### src/rtl/seq_pkg.sv
// Shared types and constants for the branch sequencer and its condition evaluator.
package seq_pkg;

   // Microstep counter width; must hold 0..MAX_STEP.
   localparam int unsigned STEP_W = 3;

   // Bit positions inside the flag word {V,C,Z,N}.
   localparam int unsigned FLAG_N = 0;
   localparam int unsigned FLAG_Z = 1;
   localparam int unsigned FLAG_C = 2;
   localparam int unsigned FLAG_V = 3;

   typedef enum logic [1:0] {
      FETCH_A = 2'd0,
      FETCH_B = 2'd1,
      EVAL    = 2'd2,
      EXEC    = 2'd3
   } state_t;

   typedef enum logic [3:0] {
      CC_EQ = 4'h0,
      CC_NE = 4'h1,
      CC_CS = 4'h2,
      CC_CC = 4'h3,
      CC_MI = 4'h4,
      CC_PL = 4'h5,
      CC_VS = 4'h6,
      CC_VC = 4'h7,
      CC_HI = 4'h8,
      CC_LS = 4'h9,
      CC_GE = 4'hA,
      CC_LT = 4'hB,
      CC_GT = 4'hC,
      CC_LE = 4'hD,
      CC_AL = 4'hE,
      CC_NV = 4'hF
   } cc_t;

endpackage

### src/rtl/cond_eval.sv
// Combinational condition-code evaluator: maps a 4-bit condition field and the
// {V,C,Z,N} flag word to a single taken/not-taken result.
module cond_eval
   import seq_pkg::*;
(
   input  logic [3:0] cond,
   input  logic [3:0] fin,
   output logic       result
);

   logic n, z, c, v;

   assign n = fin[FLAG_N];
   assign z = fin[FLAG_Z];
   assign c = fin[FLAG_C];
   assign v = fin[FLAG_V];

   // Decode the condition field against the individual flags.
   always_comb begin
      result = 1'b0;
      case (cc_t'(cond))
         CC_EQ: result = z;
         CC_NE: result = !z;
         CC_CS: result = c;
         CC_CC: result = !c;
         CC_MI: result = n;
         CC_PL: result = !n;
         CC_VS: result = v;
         CC_VC: result = !v;
         CC_HI: result = c && !z;
         CC_LS: result = !c || z;
         CC_GE: result = (n == v);
         CC_LT: result = (n != v);
         CC_GT: result = !z && (n == v);
         CC_LE: result = z || (n != v);
         CC_AL: result = 1'b1;
         CC_NV: result = 1'b0;
         default: result = 1'b0;
      endcase
   end

endmodule

### src/rtl/branch_sequencer.sv
// Fetch/decode microstep sequencer: latches the instruction byte, evaluates
// branch conditions against the flags in a dedicated step, and returns to
// fetch on untaken branches, end-of-instruction or microstep overrun.
module branch_sequencer
   import seq_pkg::*;
#(
   parameter logic [3:0]  BRANCH_OP = 4'hE,
   parameter int unsigned MAX_STEP  = 7
)
(
   input  logic              clk,
   input  logic              reset,
   input  logic [7:0]        bus,
   input  logic [3:0]        fin,
   input  logic              stall,
   input  logic              step_last,
   output logic [STEP_W-1:0] step,
   output logic [7:0]        ir,
   output logic              ir_load,
   output logic              taken,
   output logic              abort,
   output logic              overrun
);

   localparam logic [STEP_W-1:0] LAST_STEP = STEP_W'(MAX_STEP);
   localparam logic [STEP_W-1:0] STEP_EXEC = STEP_W'(3);

   state_t state;
   logic   cond_res;
   logic   is_branch;

   cond_eval u_cond_eval (
      .cond   (ir[3:0]),
      .fin    (fin),
      .result (cond_res)
   );

   assign is_branch = (ir[7:4] == BRANCH_OP);
   assign ir_load   = (step == STEP_W'(1)) && !stall;

   // Sequencer state, microstep counter, instruction latch and registered pulses.
   always_ff @(posedge clk) begin
      if (reset) begin
         state   <= FETCH_A;
         step    <= '0;
         ir      <= '0;
         taken   <= 1'b0;
         abort   <= 1'b0;
         overrun <= 1'b0;
      end else if (stall) begin
         abort   <= 1'b0;
         overrun <= 1'b0;
      end else begin
         abort   <= 1'b0;
         overrun <= 1'b0;
         case (state)
            FETCH_A: begin
               state <= FETCH_B;
               step  <= STEP_W'(1);
            end
            FETCH_B: begin
               state <= EVAL;
               step  <= STEP_W'(2);
               ir    <= bus;
            end
            EVAL: begin
               if (is_branch) begin
                  taken <= cond_res;
                  if (cond_res) begin
                     state <= EXEC;
                     step  <= STEP_EXEC;
                  end else begin
                     abort <= 1'b1;
                     state <= FETCH_A;
                     step  <= '0;
                  end
               end else begin
                  taken <= 1'b1;
                  if (step_last) begin
                     state <= FETCH_A;
                     step  <= '0;
                  end else begin
                     state <= EXEC;
                     step  <= STEP_EXEC;
                  end
               end
            end
            EXEC: begin
               if (step_last) begin
                  state <= FETCH_A;
                  step  <= '0;
               end else if (step == LAST_STEP) begin
                  overrun <= 1'b1;
                  state   <= FETCH_A;
                  step    <= '0;
               end else begin
                  step <= step + STEP_W'(1);
               end
            end
            default: begin
               state <= FETCH_A;
               step  <= '0;
            end
         endcase
      end
   end

endmodule

### config.mk
export PLATFORM = sky130hd
export DESIGN_NAME = branch_sequencer
export DESIGN_NICKNAME = d
export VERILOG_FILES = /design/src/rtl/seq_pkg.sv /design/src/rtl/cond_eval.sv /design/src/rtl/branch_sequencer.sv
export SDC_FILE = /design/constraint.sdc
export NUM_CORES = 1
export LEC_CHECK = 0
export CORE_MARGIN = 2
export CORE_UTILIZATION = 47
export CTS_BUF_LIST = sky130_fd_sc_hd__clkbuf_2 sky130_fd_sc_hd__clkbuf_4 sky130_fd_sc_hd__clkbuf_8
export CTS_CLUSTER_DIAMETER = 30
export DETAILED_ROUTE_END_ITERATION = 12
export PLACE_DENSITY = 0.81
export SLEW_MARGIN = 20
export SYNTH_ARGS = -nofsm -noshare
export SYNTH_HDL_FRONTEND = slang
export SYNTH_SLANG_ARGS = --single-unit
### constraint.sdc
create_clock -name clk -period 1.9 [get_ports clk]
set_input_delay 0.38 -clock clk [delete_from_list [all_inputs] [get_ports clk]]
set_output_delay 0.38 -clock clk [all_outputs]
set_load 0.01 [all_outputs]
==> results of run 1 <==
-- power by group through the flow --
stage	Combinational (mW)	Clock (mW)	Sequential (mW)
after floorplan	0.102	0	0.373
after global routing	0.210	0.253	0.373
final	0.192	0.235	0.370
after detailed placement	0.190	0	0.377
after CTS	0.193	0.235	0.369
after global placement	0.184	0	0.376
-- registers in the layout, indices dropped and copies added (netlist names) --
register,cells
overrun,1
abort,1
taken,1
ir,8
step,3
state,2
-- cells by family after synthesis --
logic type / count (synthesis) / share of synthesized area, %
and+or+nand+nor: 47 / 28.2
muxes: 11 / 11.8
buffers and inverters: 12 / 5.51
DFF: 16 / 32.8
AOI/OAI and AO/OA: 20 / 16.9
adders and majority gates: 3 / 3.85
xor gates and xnor gates: 1 / 0.898
-- repair_timing --
action,CTS,global route
pin swaps,0,3
resized for setup,2,4
endpoints found under the setup margin,2,5
hold buffers,0,0
hold endpoints to repair,0,0
-- metal layers --
| metal | vias up | share of wire (%) | global-route usage [%] |
|---|---|---|---|
| li1 | 469 | - | - |
| met1 | 441 | 41 | 26.6 |
| met2 | 34 | 51 | 40.4 |
| met3 | 4 | 5.6 | 4.55 |
| met4 | 0 | 1.5 | 6.94 |
| met5 | - | 0 | 0 |
-- path summary, 6_finish.rpt --
| path | slack [ps] | to | depth (start not counted) |
|---|---|---|---|
| worst min register to register | 520 | taken$_SDFFE_PP0P_ | 2 |
| worst min-delay path | 520 | taken$_SDFFE_PP0P_ | 2 |
| worst max register to register | 150 | state[0]$_SDFFE_PP0P_ | 5 |
| worst max-delay path | 60 | state[0]$_SDFFE_PP0P_ | 6 |
-- cell type report --
type | count | area share, %
Multi-Input combinational cell | 82 | 44.2
Timing Repair Buffer | 38 | 26.4
Sequential cell | 16 | 23.3
Clock buffer | 4 | 2.63
Tap cell | 27 | 2.45
Inverter | 4 | 1.09
-- tightest hold or removal path, cell delays in order, from the launching register on --
cell and delay (ps):
dfxtp_1 330, nor2_1 100, a311oi_1 50
-- placed cells by master (no fill, tap or decap), drive strengths merged, types with 2 or more instances in the layout --
cell type	n
a21oi	2
a221oi	2
and3	2
and4b	2
buf	8
clkbuf	4
clkdlybuf4s50	27
dfxtp	16
dlymetal6s2s	2
ha	3
inv	4
mux2i	10
nand2	4
nand3	4
nand3b	2
nor2	15
nor2b	3
nor3	5
nor3b	3
o21ai	6
o31ai	2
-- per-stage QoR --
stage                     setup WS (ps)  hold WS (ps)  area (um^2)
after floorplan                    47.7           518          976
after global placement             -266           491         1330
after detailed placement           -295           507         1330
after CTS                          6.13           531         1370
after global routing              -26.3           568         1380
final                              56.0           523         1380
==> metrics.md, run 1 <==
| Metric | Value |
|---|---|
| Status | completed |
| Crit path DAT | a little over 2000 ps |
| Num rows | 16 |
| TritonCTS clock tree | built |
| Avg Inst Size Synth | 8.87 um^2 |
| Top-count cell post-synth | dfxtp_1 |
| Post-synth EDFFs | 0 |
| Async S/R FF share, synth | 0% |
| Root buf cell | clkbuf_4 |
| Synth top area share | approximately a third |
| DRC viols | 0 |
| Ports | 31 |
| Slowest cell delay on critical path | 500 ps |
| First-pass GRT wire length | 4220 um |
| Post-synthesis cell type count | 42 |
| Path type of the worst setup path | in2reg |
| Dpl cells | 167 |
| Die area | 2460 um^2 |
| GR Util All Layers | 22.5% |
| Via/cell ratio | roughly 5.5 |
| Via Count | about 950 |
| Rel. slew slack | 77.6% |
| Initial antenna violation count | 0 |
| Worst flop-to-flop path startpoint | ir[2]$_SDFFE_PP0P_ |
| ANT nets after route | 0 |
| Crit path required time | ~2100 ps |
| Die Y | 49.6 um |
| Clk_lat worst skew | approximately 290 ps |
| Final WL | 2470 um |
| Diodes inserted | 0 |
| DIE WIDTH | between 40 and 50 um |
| YS warnings | 0 |
| Net count after synthesis | 129 |
| #FFs+latches synth | 16 |
| Cells after Synth | 110 |
| Cts bufs inserted | 3 |
| Sw Share | 27.9% |
| Final setup fails | 0 |
| Worst setup startpoint | fin[1] |
| Min-delay worst type | reg2reg |
| Total negative slack | 0 ps |
| Leakage | about 0.54 nW |
| Switching pwr | between 0.2 and 0.25 mW |
| Overflow after GRT | 0 |
| Cell Count, Final, Fillers Out | 171 |
| Final Max Slew Viols | 0 |
| Post-DP HPWL | 1810 um |
| PortBufs | 30 |
| Primary FF master, synth | dfxtp_1 |
| Max Fanout on Critical Path | 2 |
| Clock-pin slew on the worst setup and hold paths | 100 ps |
| Sequential cell area fraction in the yosys report | between 30% and 40% |
| Max Clk Rate | 0.542 GHz |
| NumNets Final | 164 |
| H-Tree Depth | 1 |
| Crit path capture type | register |
| Router iterations before antenna repair | 4 |
| Core area | 1960 um^2 |
| Filler Cells Inserted | 179 |
| PwrDens | 577 nW/um^2 |
| Initial core utilization | 49.7% |
| Vias in the first global route | 936 |
| Slowest library cell on the worst path | clkdlybuf4s50_1 |
| Worst-Margin Slew | 336 ps |
| Max-cap check violation count | 0 |
| Combinational Power Share | 24.1% |
| Top delay family on crit path | compound AO/OA/AOI/OAI gates |
| Layout cells sized above 1 | 15.3% |
| Hold Startpoint | taken$_SDFFE_PP0P_ |
| Most frequent cells after synthesis | dfxtp_1, nor2_1, mux2i_1 |
| CP bufs+invs | 1 |
| Footprint of the multi-input gates | 609 um^2 |
| Largest net degree at the start of global routing | 12 |
| Crit path time final | 1840 ps |
| Area Growth Syn to Fin | 41.4% |
| Clock power share | 29.5% |
| Max Clock Skew | 2.76 ps |
| Hold violation count in the final report | 0 |
| Avg WL per Cell | approximately 14 um |
| Gp weighted congestion | around 0.8 |
| Synth area leaders | dfxtp_1, mux2i_1, nor2_1 |
| Register share of total power | 46.4% |
| Pint | 0.574 mW |
| Total Power Consumption | 0.796 mW |
| Setup Fix Bufs, Post-CTS | 0 |
| Crit-path cells | clkdlybuf4s50_1, nor2_1, a2111o_1, and4b_1, o311ai_2, a221oi_2 |
| Synth Cell Area | about 1000 um^2 |
| Clock buffer depth | 2 |
| Worst setup SP type | input port |
| CTS Sinks | 16 |
| Largest area contributor in the netlist | dfxtp_1 |
| Max VDD drop | 0.000477 V |
| Final Util | 70.3% |
| Final Cycle Share | 97.1% |
| Seq. cell area | 322 um^2 |
| 1st-iter DRT viols | 21 |
(Power assumes the default switching activity.)
==> inputs of run 2 (changes only) <==
--- a/config.mk
+++ b/config.mk
@@ -6,11 +6,10 @@
 export NUM_CORES = 1
 export LEC_CHECK = 0
 export CORE_MARGIN = 2
-export CORE_UTILIZATION = 47
+export CORE_UTILIZATION = 30
 export CTS_BUF_LIST = sky130_fd_sc_hd__clkbuf_2 sky130_fd_sc_hd__clkbuf_4 sky130_fd_sc_hd__clkbuf_8
 export CTS_CLUSTER_DIAMETER = 30
 export DETAILED_ROUTE_END_ITERATION = 12
-export PLACE_DENSITY = 0.81
 export SLEW_MARGIN = 20
 export SYNTH_ARGS = -nofsm -noshare
 export SYNTH_HDL_FRONTEND = slang
==> constraint.sdc (replaced) <==
create_clock -name clk -period 1.6 [get_ports clk]
set_input_delay 0.32 -clock clk [delete_from_list [all_inputs] [get_ports clk]]
set_output_delay 0.32 -clock clk [all_outputs]
set_load 0.01 [all_outputs]
==> run 2 against run 1 <==
Against the previous run: the flow now finishes with violations (setup timing); core utilization fell by 22 points; combinational power rose by 31%; hold slack got worse by 17 ps; sequential share of layout area fell by 0.83 points; sequential cell count did not move; power rose by 21%; design area rose by 7.7%; register-to-register slack got worse by 250 ps; non-clock buffer count rose by 7; via count rose by 4.0%; die area rose by 52%; clock skew rose by 3.7 ps; critical path type is now reg2reg; largest power group unchanged.
==> metrics.md, run 2 (synthesis results as in run 1) <==
| Metric | Value |
|---|---|
| Status | finished with violations |
| Max Clock Skew | 6.48 ps (+3.72 ps) |
| Max reg flops | 8 (unchanged) |
| Unrepaired setup endpoints after global routing | true |
| Min-delay worst type | reg2reg |
| Max Clk Rate | ~0.59 GHz |
| Cell Count, Final, Fillers Out | 195 (+14%) |
| PortBufs | 30 (unchanged) |
| Final non-filler cell area | 1490 um^2 (+7.7%) |
| Most frequent cells in the layout | clkdlybuf4s50_1, nor2_1, buf_4 |
| Clock-pin slew on the worst setup and hold paths | 100 ps (about the same) |
| Hold Startpoint | taken$_SDFFE_PP0P_ |
| Placed Area | 1400 um^2 (+5.1%) |
| Global-route met3 utilization | 4.62% (+0.076 points) |
| Worst-Margin Slew | 338 ps (+2.49 ps) |
| Area Growth Syn to Fin | 52.3% |
| Root buf cell | clkbuf_4 |
| Max-cap check violation count | 0 (unchanged) |
| Setup slack, reg-to-reg | -100 ps (-250 ps) |
| ANT nets after route | 0 (unchanged) |
| Final WL | 2460 um (-0.20%) |
| NumNets Final | 171 (+4.3%) |
| Crit path DAT | 1890 ps (-130 ps) |
| Cts bufs inserted | 3 (unchanged) |
| Max Fanout on Critical Path | 2 (unchanged) |
| Leakage | 0.591 nW (+10%) |
| Largest registers | ir (8), step (3), state (2) |
| Total Power Consumption | 0.962 mW (+21%) |
| Hold-fix buffers, CTS | 0 (unchanged) |
| Top delay family on crit path | simple AND/OR/NAND/NOR gates |
| Hold path depth | 2 (unchanged) |
| Clock buffer depth | 2 (unchanged) |
| Dpl cells | 190 (+14%) |
| FF-to-FF End | step[1]$_SDFFE_PP0N_ |
| Num rows | 20 (+4) |
| Largest net degree at the start of global routing | 12 (unchanged) |
| DRC viols | 0 (unchanged) |
| Crit path required time | 1790 ps (-280 ps) |
| Die Y | 61.0 um (+23%) |
| Worst setup SP type | register |
| Path type of the worst setup path | reg2reg |
| Worst flop-to-flop path startpoint | ir[2]$_SDFFE_PP0P_ |
| Met1 usage | 18.1% (-8.6 points) |
| H-Tree Depth | 1 (unchanged) |
| Final worst setup slack | -103 ps (-159 ps) |
| CTS Sinks | 16 (unchanged) |
| Largest Register | ir |
| Rel. slew slack | 77.4% (-0.17 points) |
| Core area | 3080 um^2 (+57%) |
| Via Count | 986 (+4.0%) |
| Slowest library cell on the worst path | or4b_4 |
| Crit-path cells | mux2_4, or4b_4, and3_4, o211ai_1, o21ai_1 |
| Met2 Resource Use GR | 26.3% (-14 points) |
| Hold violation count in the final report | 0 (unchanged) |
| 1st-iter DRT viols | 57 (+170%) |
| Clk_lat worst skew | 290 ps (about the same) |
| Max VDD drop | 0.000314 V (-34%) |
| First-pass GRT wire length | 4130 um (-2.1%) |
| GR Util All Layers | 15.1% (-7.5 points) |
| Router iterations before antenna repair | 4 (unchanged) |
| Crit path capture type | register |
| Commonest non-fill, non-tap cell in the layout | clkdlybuf4s50_1 |
| Setup WS pre-CTS | -554 ps (-259 ps) |
| Final Hold Slack | 506 ps (-16.9 ps) |
| CP bufs+invs | 0 (-1) |
| Final setup fails | 5 (+5) |
| Layout cells sized above 1 | 26.5% (+11 points) |
| PwrDens | 647 nW/um^2 (+12%) |
| Final Max Slew Viols | 0 (unchanged) |
| DIE WIDTH | 61.0 um (+23%) |
| Violated checks | setup timing |
| Die area | 3730 um^2 (+52%) |
| Diodes inserted | 0 (unchanged) |
| Avg WL per Cell | 12.6 um (-12%) |
| Initial core utilization | 31.7% (-18 points) |
| Slowest cell delay on critical path | 480 ps (-20 ps) |
| Gp weighted congestion | 0.768 (-3.9%) |
| Post-DP HPWL | 1840 um (+1.5%) |
| Worst r2r path cells | 5 (unchanged) |
| Ports | 31 (unchanged) |
| Initial antenna violation count | 0 (unchanged) |
| Overflow after GRT | 0 (unchanged) |
| Final Cycle Share | 106% |
| Crit path time final | 1700 ps |
| TritonCTS clock tree | built |
| Hold EP | taken$_SDFFE_PP0P_ |
| Most used routing layer | met2 |
| Vias in the first global route | 945 (+0.96%) |
| Via/cell ratio | 5.06 (-8.8%) |
run 2: changes by cell type in the layout (fill, tap and decap cells not counted), sizes merged:
cell and change:
buf +8, clkdlybuf4s50 -6, dlygate4sd2 +7, dlymetal6s2s -2
run 2: through the flow:
step / setup TNS (ps) / util (%)
finish: -336 / 48.3
global route: -728 / 48.3
CTS: -438 / 47.0
detailed placement: -3880 / 45.4
global placement: -3650 / 45.4
floorplan: -870 / -
run 2: cell type report:
class / instances / area (um^2)
tap: 44 / 55.1
fill: 311 / 1590
sequential: 16 / 334
timing repair buffer: 45 / 405
inverter: 4 / 15.0
clock buffer: 4 / 36.3
multi-input combinational: 82 / 641
run 2: power by group:
part / switching, mW / leakage (nW) / internal, mW
combinational: 0.111 / 0.436 / 0.141
clock: 0.134 / 0.0210 / 0.139
sequential: 0.0225 / 0.134 / 0.415
run 2: routing by layer:
metal / vias to the layer above / wire length [um]
li1: 483 / -
met1: 472 / 1070
met2: 29 / 1240
met3: 2 / 132
met4: 0 / 19
met5: - / 0
run 2: worst max-delay path by stage:
stage | startpoint | depth (start not counted) | endpoint | slack, ps
after global routing | ir[2]$_SDFFE_PP0P_ | 6 | state[0]$_SDFFE_PP0P_ | -180
after global placement | fin[2] | 6 | state[0]$_SDFFE_PP0P_ | -510
after detailed placement | fin[2] | 6 | state[0]$_SDFFE_PP0P_ | -550
after CTS | ir[2]$_SDFFE_PP0P_ | 5 | state[0]$_SDFFE_PP0P_ | -130
after floorplan | ir[2]$_SDFFE_PP0P_ | 6 | state[0]$_SDFFE_PP0P_ | -200
final | ir[2]$_SDFFE_PP0P_ | 5 | step[1]$_SDFFE_PP0N_ | -100
run 2: timing repair:
| item | CTS | global route |
|---|---|---|
| pin swaps | 5 | 4 |
| gates resized for setup | 20 | 9 |
| setup buffers | 0 | 1 |
| endpoints found under the setup margin | 12 | 9 |
run 2: tightest hold or removal path, stage by stage, from the launching register on:
cell and delay, ps:
dfxtp_1 320, nor2_1 90, a311oi_1 50
==> inputs of run 3 (changes only) <==
--- a/config.mk
+++ b/config.mk
@@ -9,6 +9,7 @@
 export CORE_UTILIZATION = 30
 export CTS_BUF_LIST = sky130_fd_sc_hd__clkbuf_2 sky130_fd_sc_hd__clkbuf_4 sky130_fd_sc_hd__clkbuf_8
 export CTS_CLUSTER_DIAMETER = 30
+export CTS_CLUSTER_SIZE = 12
 export DETAILED_ROUTE_END_ITERATION = 12
 export SLEW_MARGIN = 20
 export SYNTH_ARGS = -nofsm -noshare
==> results of run 3 <==
Same layout as run 2: the final DEF is identical, and so are final timing and power.
